===== config.mk =====
export PLATFORM = sky130hd
export DESIGN_NAME = cic_decimator_flat
export DESIGN_NICKNAME = d
export VERILOG_FILES = /design/src/rtl/cic_pkg.sv /design/src/rtl/cic_decimator_if.sv /design/src/rtl/cic_comb_stage.sv /design/src/rtl/cic_decimator.sv /design/src/flat_wrapper.sv
export SDC_FILE = /design/constraint.sdc
export NUM_CORES = 1
export LEC_CHECK = 0
export ABC_AREA = 1
export CAP_MARGIN = 5
export CORE_MARGIN = 2
export CORE_UTILIZATION = 50
export CTS_BUF_LIST = sky130_fd_sc_hd__clkbuf_4
export DETAILED_ROUTE_END_ITERATION = 6
export PLACE_DENSITY = 0.79
export SYNTH_ARGS = -nofsm -noshare
export SYNTH_HDL_FRONTEND = slang
export SYNTH_SLANG_ARGS = --single-unit
export TNS_END_PERCENT = 20

===== constraint.sdc =====
create_clock -name i_clk -period 14.81 [get_ports i_clk]
set_clock_uncertainty 0.2 [all_clocks]
set_input_delay 2.962 -clock i_clk [delete_from_list [all_inputs] [get_ports i_clk]]
set_output_delay 2.962 -clock i_clk [all_outputs]
set_load 0.02 [all_outputs]

===== src/rtl/cic_pkg.sv =====
// Shared constants and width helper for the CIC decimator.
package cic_pkg;

    localparam int MAX_STAGES     = 6;
    localparam int MAX_DECIM_LOG2 = 6;

    // Bit growth of an N-stage CIC with ratio 2^dlog2 is N*dlog2 bits on top of the input.
    function automatic int cic_width(input int in_w, input int stages, input int dlog2);
        return in_w + stages * dlog2;
    endfunction

endpackage


===== src/rtl/cic_decimator_if.sv =====
// Sample stream in / decimated stream out for the CIC decimator.
interface cic_decimator_if #(
    parameter int IN_WIDTH  = 12,
    parameter int OUT_WIDTH = 16
);
    logic                 i_stb;
    logic [IN_WIDTH-1:0]  i_data;
    logic                 o_stb;
    logic [OUT_WIDTH-1:0] o_data;

    modport master (
        output i_stb,
        output i_data,
        input  o_stb,
        input  o_data
    );

    modport slave (
        input  i_stb,
        input  i_data,
        output o_stb,
        output o_data
    );
endinterface


===== src/rtl/cic_comb_stage.sv =====
// One comb section: differential delay of one decimated sample, updated on dec_stb.
module cic_comb_stage #(
    parameter int W = 21
) (
    input  logic         i_clk,
    input  logic         i_rst,
    input  logic         i_en,
    input  logic [W-1:0] i_x,
    output logic [W-1:0] o_c
);
    logic [W-1:0] dly_q;
    logic [W-1:0] dly_d;

    always_comb begin
        dly_d = dly_q;
        if (i_en) begin
            dly_d = i_x;
        end
    end

    always_ff @(posedge i_clk or posedge i_rst) begin
        if (i_rst) begin
            dly_q <= '0;
        end else begin
            dly_q <= dly_d;
        end
    end

    assign o_c = i_x - dly_q;
endmodule


===== src/rtl/cic_decimator.sv =====
// Decimating CIC filter: integrators at the input strobe rate, combs at the decimated rate.
module cic_decimator
    import cic_pkg::*;
#(
    parameter int IN_WIDTH   = 12,
    parameter int STAGES     = 3,
    parameter int DECIM_LOG2 = 3,
    parameter int OUT_WIDTH  = 16
) (
    input  logic           i_clk,
    input  logic           i_rst,
    cic_decimator_if.slave bus
);
    localparam int W = cic_width(IN_WIDTH, STAGES, DECIM_LOG2);

    generate
        if (STAGES < 1 || STAGES > MAX_STAGES) begin : g_bad_stages
            $error("cic_decimator: STAGES out of range");
        end
        if (DECIM_LOG2 < 1 || DECIM_LOG2 > MAX_DECIM_LOG2) begin : g_bad_decim
            $error("cic_decimator: DECIM_LOG2 out of range");
        end
        if (OUT_WIDTH > W || OUT_WIDTH < 1) begin : g_bad_out
            $error("cic_decimator: OUT_WIDTH exceeds internal width");
        end
    endgenerate

    logic [W-1:0]          int_q [STAGES];
    logic [W-1:0]          int_d [STAGES];
    logic [DECIM_LOG2-1:0] phase_q;
    logic [DECIM_LOG2-1:0] phase_d;
    logic                  dec_stb_q;
    logic                  dec_stb_d;
    logic                  o_stb_q;
    logic                  o_stb_d;
    logic [OUT_WIDTH-1:0]  o_data_q;
    logic [OUT_WIDTH-1:0]  o_data_d;
    logic [W-1:0]          in_sext;
    logic [W-1:0]          chain [STAGES+1];

    assign in_sext = {{(W-IN_WIDTH){bus.i_data[IN_WIDTH-1]}}, bus.i_data};

    // Each integrator adds the previous-cycle value of the one before it; wrap is intended.
    always_comb begin
        for (int k = 0; k < STAGES; k++) begin
            int_d[k] = int_q[k];
        end
        phase_d   = phase_q;
        dec_stb_d = 1'b0;
        if (bus.i_stb) begin
            int_d[0] = int_q[0] + in_sext;
            for (int k = 1; k < STAGES; k++) begin
                int_d[k] = int_q[k] + int_q[k-1];
            end
            phase_d   = phase_q + DECIM_LOG2'(1);
            dec_stb_d = (phase_q == {DECIM_LOG2{1'b1}});
        end
    end

    assign chain[0] = int_q[STAGES-1];

    generate
        for (genvar g = 0; g < STAGES; g++) begin : g_comb
            cic_comb_stage #(
                .W(W)
            ) u_comb (
                .i_clk (i_clk),
                .i_rst (i_rst),
                .i_en  (dec_stb_q),
                .i_x   (chain[g]),
                .o_c   (chain[g+1])
            );
        end
    endgenerate

    always_comb begin
        o_stb_d  = dec_stb_q;
        o_data_d = o_data_q;
        if (dec_stb_q) begin
            o_data_d = chain[STAGES][W-1 -: OUT_WIDTH];
        end
    end

    // Truncated LSBs are dropped by design, not rounded.
    generate
        if (W > OUT_WIDTH) begin : g_trunc
            logic unused_lsb;
            assign unused_lsb = ^chain[STAGES][W-OUT_WIDTH-1:0];
        end
    endgenerate

    always_ff @(posedge i_clk or posedge i_rst) begin
        if (i_rst) begin
            for (int k = 0; k < STAGES; k++) begin
                int_q[k] <= '0;
            end
            phase_q   <= '0;
            dec_stb_q <= 1'b0;
            o_stb_q   <= 1'b0;
            o_data_q  <= '0;
        end else begin
            for (int k = 0; k < STAGES; k++) begin
                int_q[k] <= int_d[k];
            end
            phase_q   <= phase_d;
            dec_stb_q <= dec_stb_d;
            o_stb_q   <= o_stb_d;
            o_data_q  <= o_data_d;
        end
    end

    assign bus.o_stb  = o_stb_q;
    assign bus.o_data = o_data_q;
endmodule


===== src/flat_wrapper.sv =====
// flat-port wrapper written by rule: the top's interface ports become plain ports
module cic_decimator_flat import cic_pkg::*;
#(
    parameter int IN_WIDTH   = 12,
    parameter int STAGES     = 3,
    parameter int DECIM_LOG2 = 3,
    parameter int OUT_WIDTH  = 16
)
  (i_clk, i_rst, bus_i_stb, bus_i_data, bus_o_stb, bus_o_data);
  cic_decimator_if #(.IN_WIDTH(IN_WIDTH), .OUT_WIDTH(OUT_WIDTH)) bus_i ();
  input  logic i_clk;
  input  logic i_rst;
  input wire logic [$bits(bus_i.i_stb)-1:0] bus_i_stb;
  input wire logic [$bits(bus_i.i_data)-1:0] bus_i_data;
  output wire logic [$bits(bus_i.o_stb)-1:0] bus_o_stb;
  output wire logic [$bits(bus_i.o_data)-1:0] bus_o_data;
  assign bus_i.i_stb = bus_i_stb;
  assign bus_i.i_data = bus_i_data;
  assign bus_o_stb = bus_i.o_stb;
  assign bus_o_data = bus_i.o_data;
  cic_decimator #(.IN_WIDTH(IN_WIDTH), .STAGES(STAGES), .DECIM_LOG2(DECIM_LOG2), .OUT_WIDTH(OUT_WIDTH)) u_core (.i_clk(i_clk), .i_rst(i_rst), .bus(bus_i));
endmodule

---- Word-level counts from Yosys, hierarchy flattened ----
Index checks and enable logic that the tools add are counted.
operators by class
  eq/ne operators ......................... 1
  multiplexer cells ....................... 1
  add/subtract/negate cells ............... 7
operator list
  cell                                                           count
  21-bit adder                                                   3
  21-bit subtractor                                              3
  3-bit by 1-bit adder with 3-bit output, second input constant  1
  3-bit equality test, second input constant                     1
  1-bit 2-to-1 mux                                               1
storage, ports and cells
  register bits after elaboration ......... 147
  bits of input ports ..................... 15

---- Depth between registers and ports, before layout ----
  word-level depth ........................ 3
  gate-level depth with buffers ........... 30

---- Hierarchy ----
A second synthesis with hierarchy kept.
unflattened totals
  cells, all modules ...................... 2105
  area, all modules ....................... 13739.4 µm²
modules (own cells, without submodules)
  module                                         cells an instance  times used  area an instance (µm²)
  cic_decimator                                  1046               1           7068.0
  cic_comb_stage at u_core.g_comb[1].u_comb ...  353                2           2224.6
  cic_comb_stage at u_core.g_comb[0].u_comb      353                1           2222.1

---- Least setup slack after synthesis ----
Ideal clock, no wire load.
  kind .................................... input port to flip-flop
  start point ............................. input bus_i_data[0]
  end point ............................... register u_core.int_q[52] in the netlist's numbering
  required time ........................... 14.528 ns
  setup slack ............................. 9.954 ns
  path buffers ............................ 0
  data arrival time ....................... 4.574 ns
  stages on the path ...................... 15
  cells stage by stage .................... ha_1 -> inv_1 -> fa_1 -> inv_1 -> nand2_1 -> nand2_1 -> nand2_1 -> nand2_1 -> nand2_1 -> nand2_1 -> a21oi_1 -> o21ai_1 -> a21oi_1 -> or2_1 -> a31oi_1
on the way
  word-level cells in the longest chain between the ends .. 1
ends and longest elaborated chain
  what                             line                  text
  from (decl)                      flat_wrapper.sv:14    input wire logic [$bits(bus_i.i_data)-1:0] bus_i_data;
  21-bit adder                     cic_decimator.sv:51   int_d[0] = int_q[0] + in_sext;
  to (signal, indexed assignment)  cic_decimator.sv:103  int_q[k] <= int_d[k];
  to (decl)                        cic_decimator.sv:28   logic [W-1:0] int_q [STAGES];
No other way between the ends.
A chain may end at the register's enable or synchronous reset.

==> reports/qor.csv <==
metric,value,unit
status,"finished, final reports clean",
syn2layout_area_growth,7.946,%
dp_hpwl,22250,um
tns,0,ps
drc_errors,0,
antenna_found_initial,1,
reg2reg_from,u_core.chain[65],
placed_cell_area,12140,um2
cts_setup_buffers,0,
detail_route.first_pass.iterations,5,
cts_resized,0,
port_buffers,31,
final_util,55.10,%
hold_viol_final,0,
place_congestion,0.9651,
coreArea,22640,um2
syn-cell-area,11560,um2
ys_seq_elements,147,
required,15170,ps
min_period_over_period,35.18,%
wl_per_cell,14.92,um
cp-start-kind,register,
async_reset_ff_share,100.0,%
io_pins,32,
first_iter_violations,833,
clock.fmax,191.9,MHz
synth_nets,1712,
max_cap_viol_count,0,
drv_slew,0,
crit_type,register to register,
setup.worst_path.start,u_core.chain[65],
ant_nets,0,
avgSynthCellArea,7.357,um2
rsz0062_at_grt,false,
synth_top_flop_cell,dfrtp_1,
critPathArrivalTime,5570,ps
slew-limit-headroom,31.01,%
nets,1736,
seq_area_frac_synth,31.83,%
synth_cell_type_count,48,
rows,55,
gr-total-overflow,0,
dieArea,24350,um2
dp_cells,1861,
finalSetupViolCount,0,
gr-usage-all-layers,23.94,%
crit_fanout,5,
chipHeight,156.0,um
wl,28250,um
vias,10584,
grt_pass1_wl,47560,um
hold_path_class,register to register,
grt_max_degree,110,
hold_path.startpoint,u_core.phase_q[0],
htreeDepth,4,
worstMarginPinSlew,1035,ps
synth_edf_count,0,
r2r_slack,9600,ps
drive_above_1_share,5.410,%
clk_path_buf_depth,2,
grt_pass1_vias,9976,
die_w,156.0,um
via_per_inst,5.588,
final_cell_count_no_fill,1894,
final_cell_area,12480,um2
start_util,51.05,%
critPathCaptureType,register,
tritoncts,done,
clk_pin_slew,180,ps
yosysWarnings,0,
clk-insertion-delay-late,600,ps
cts.sinks,147,
syn_inst,1571,
clock_tree.root_cell,clkbuf_4,
finalCriticalPeriod,5211,ps
cts_buffers,17,
postCtsHoldBufs,0,
path summary, 6_finish.rpt:
check / endpoint / depth (start not counted)
min: u_core.phase_q[0] / 1
max: u_core.bus.o_data[15] / 24
min reg2reg: u_core.phase_q[0] / 1
max in group asynchronous: u_core.g_comb[0].u_comb.dly_q[10] / 3
min in group asynchronous: u_core.g_comb[2].u_comb.dly_q[0] / 2
max reg2reg: u_core.bus.o_data[15] / 24
flip-flops by register name (all words and copies together) (netlist names):
register and cells:
u_core.bus.o_data 16, u_core.bus.o_stb 1, u_core.chain 21, u_core.dec_stb_q 1, u_core.g_comb.u_comb.dly_q 63, u_core.int_q 42
u_core.phase_q 3
cells by family (layout without fill, tap and decap cells):
family,after synthesis,count (layout),synth area share [%]
compound gates,403,403,19.71
xor+xnor,58,58,4.395
fa+ha+maj,126,126,13.97
buf+inv,214,251,6.961
flops,147,147,31.83
other cells,0,1,0
simple gates,623,623,23.14
layer usage:
layer	vias up	wire length (um)	global-route usage [%]
li1	5419	-	-
met5	-	0	0
met1	4898	13900	33.83
met3	40	1385	4.417
met4	0	553	7.339
met2	227	12420	37.36
synthesized netlist by cell type, types with 3 or more instances:
master     instances  area share (%)
or2_2             13            0.70
o21ai_2           10            0.76
nor2_1           102             3.3
xor2_1            33             2.5
a31oi_1           35             1.9
xnor2_1           25             1.9
a21o_1            12            0.78
nand3_1           78             3.4
fa_1               5            0.87
inv_1            180             5.8
o21ai_1           15            0.65
nor3_1            12            0.52
nand2_1          356              12
a21oi_2            6            0.45
nand4_1           25             1.4
nand3_2            3            0.26
clkbuf_1          26            0.84
nand2_2            3            0.16
and2_1             7            0.38
ha_1             121              13
dfrtp_1          147              32
o211ai_1          10            0.65
buf_1              3           0.097
o21ai_0          146             6.3
o31ai_1           12            0.78
nor4_1            10            0.54
o21bai_1           4            0.26
a21oi_1          136             5.9
o2111ai_1          3            0.23
nand3b_1           3            0.19
inv_2              3           0.097
nor2_2             3            0.16
critical path, cell delays in order (launching register included):
cell      delay, ps
dfrtp_1         450
ha_1            370
a21oi_1         170
nand2_1         100
a21oi_2         210
o21ai_2         120
a21boi_2        190
o21ai_2          80
nand2_1          80
nand3_1          80
and2_1          170
ha_1            370
nand2_1         140
nor4_1          510
nand4_1         270
nand3_1         200
xor2_1          230
ha_1            320
nand2_1          90
o21ai_0         140
a21oi_1         170
nand3_1         200
nand3_1         140
nand3_1          80
nand2_1          90
per-stage QoR:
stage | hold slack (ps) | setup slack, ps
finish | 291.5 | 9599
global route | 303.8 | 9093
CTS | 292.4 | 9674
detailed placement | 266.6 | 9255
global placement | 261.0 | 9300
floorplan | 240.2 | 7697
layout by cell type, fill, tap and decap left out, types with 4 or more instances in the layout:
cell type / Yosys / layout
inv_1: 180 / 178
buf_4: 0 / 4
dfrtp_1: 147 / 146
a21o_1: 12 / 12
xnor2_1: 25 / 25
o31ai_1: 12 / 12
nand2_1: 356 / 356
clkbuf_4: 0 / 17
nor3_1: 12 / 12
inv_8: 0 / 4
nor4_1: 10 / 10
clkdlybuf4s50_1: 0 / 30
a21oi_1: 136 / 136
o21ai_0: 146 / 146
nand4_1: 25 / 25
nand3_1: 78 / 78
clkinv_8: 0 / 7
a21oi_2: 6 / 6
o21bai_1: 4 / 4
o21ai_1: 15 / 15
or2_2: 13 / 13
a31oi_1: 35 / 35
and2_1: 7 / 7
fa_1: 5 / 5
xor2_1: 33 / 33
nor2_1: 102 / 102
o211ai_1: 10 / 10
o21ai_2: 10 / 10
ha_1: 121 / 121
area by class of cell:
type                            instances  area [um2]
Multi-Input combinational cell       1210        7074
Timing Repair Buffer                   35       335.3
Clock buffer                           17       127.6
Clock inverter                         15       201.4
Fill cell                            2146       10160
Tap cell                              285       356.6
Sequential cell                       147        3682
Inverter                              184       695.7
Antenna cell                            1       2.502
Power is not shown: default switching activity piles up to over one toggle a cycle in this logic, so the estimate is an artifact.
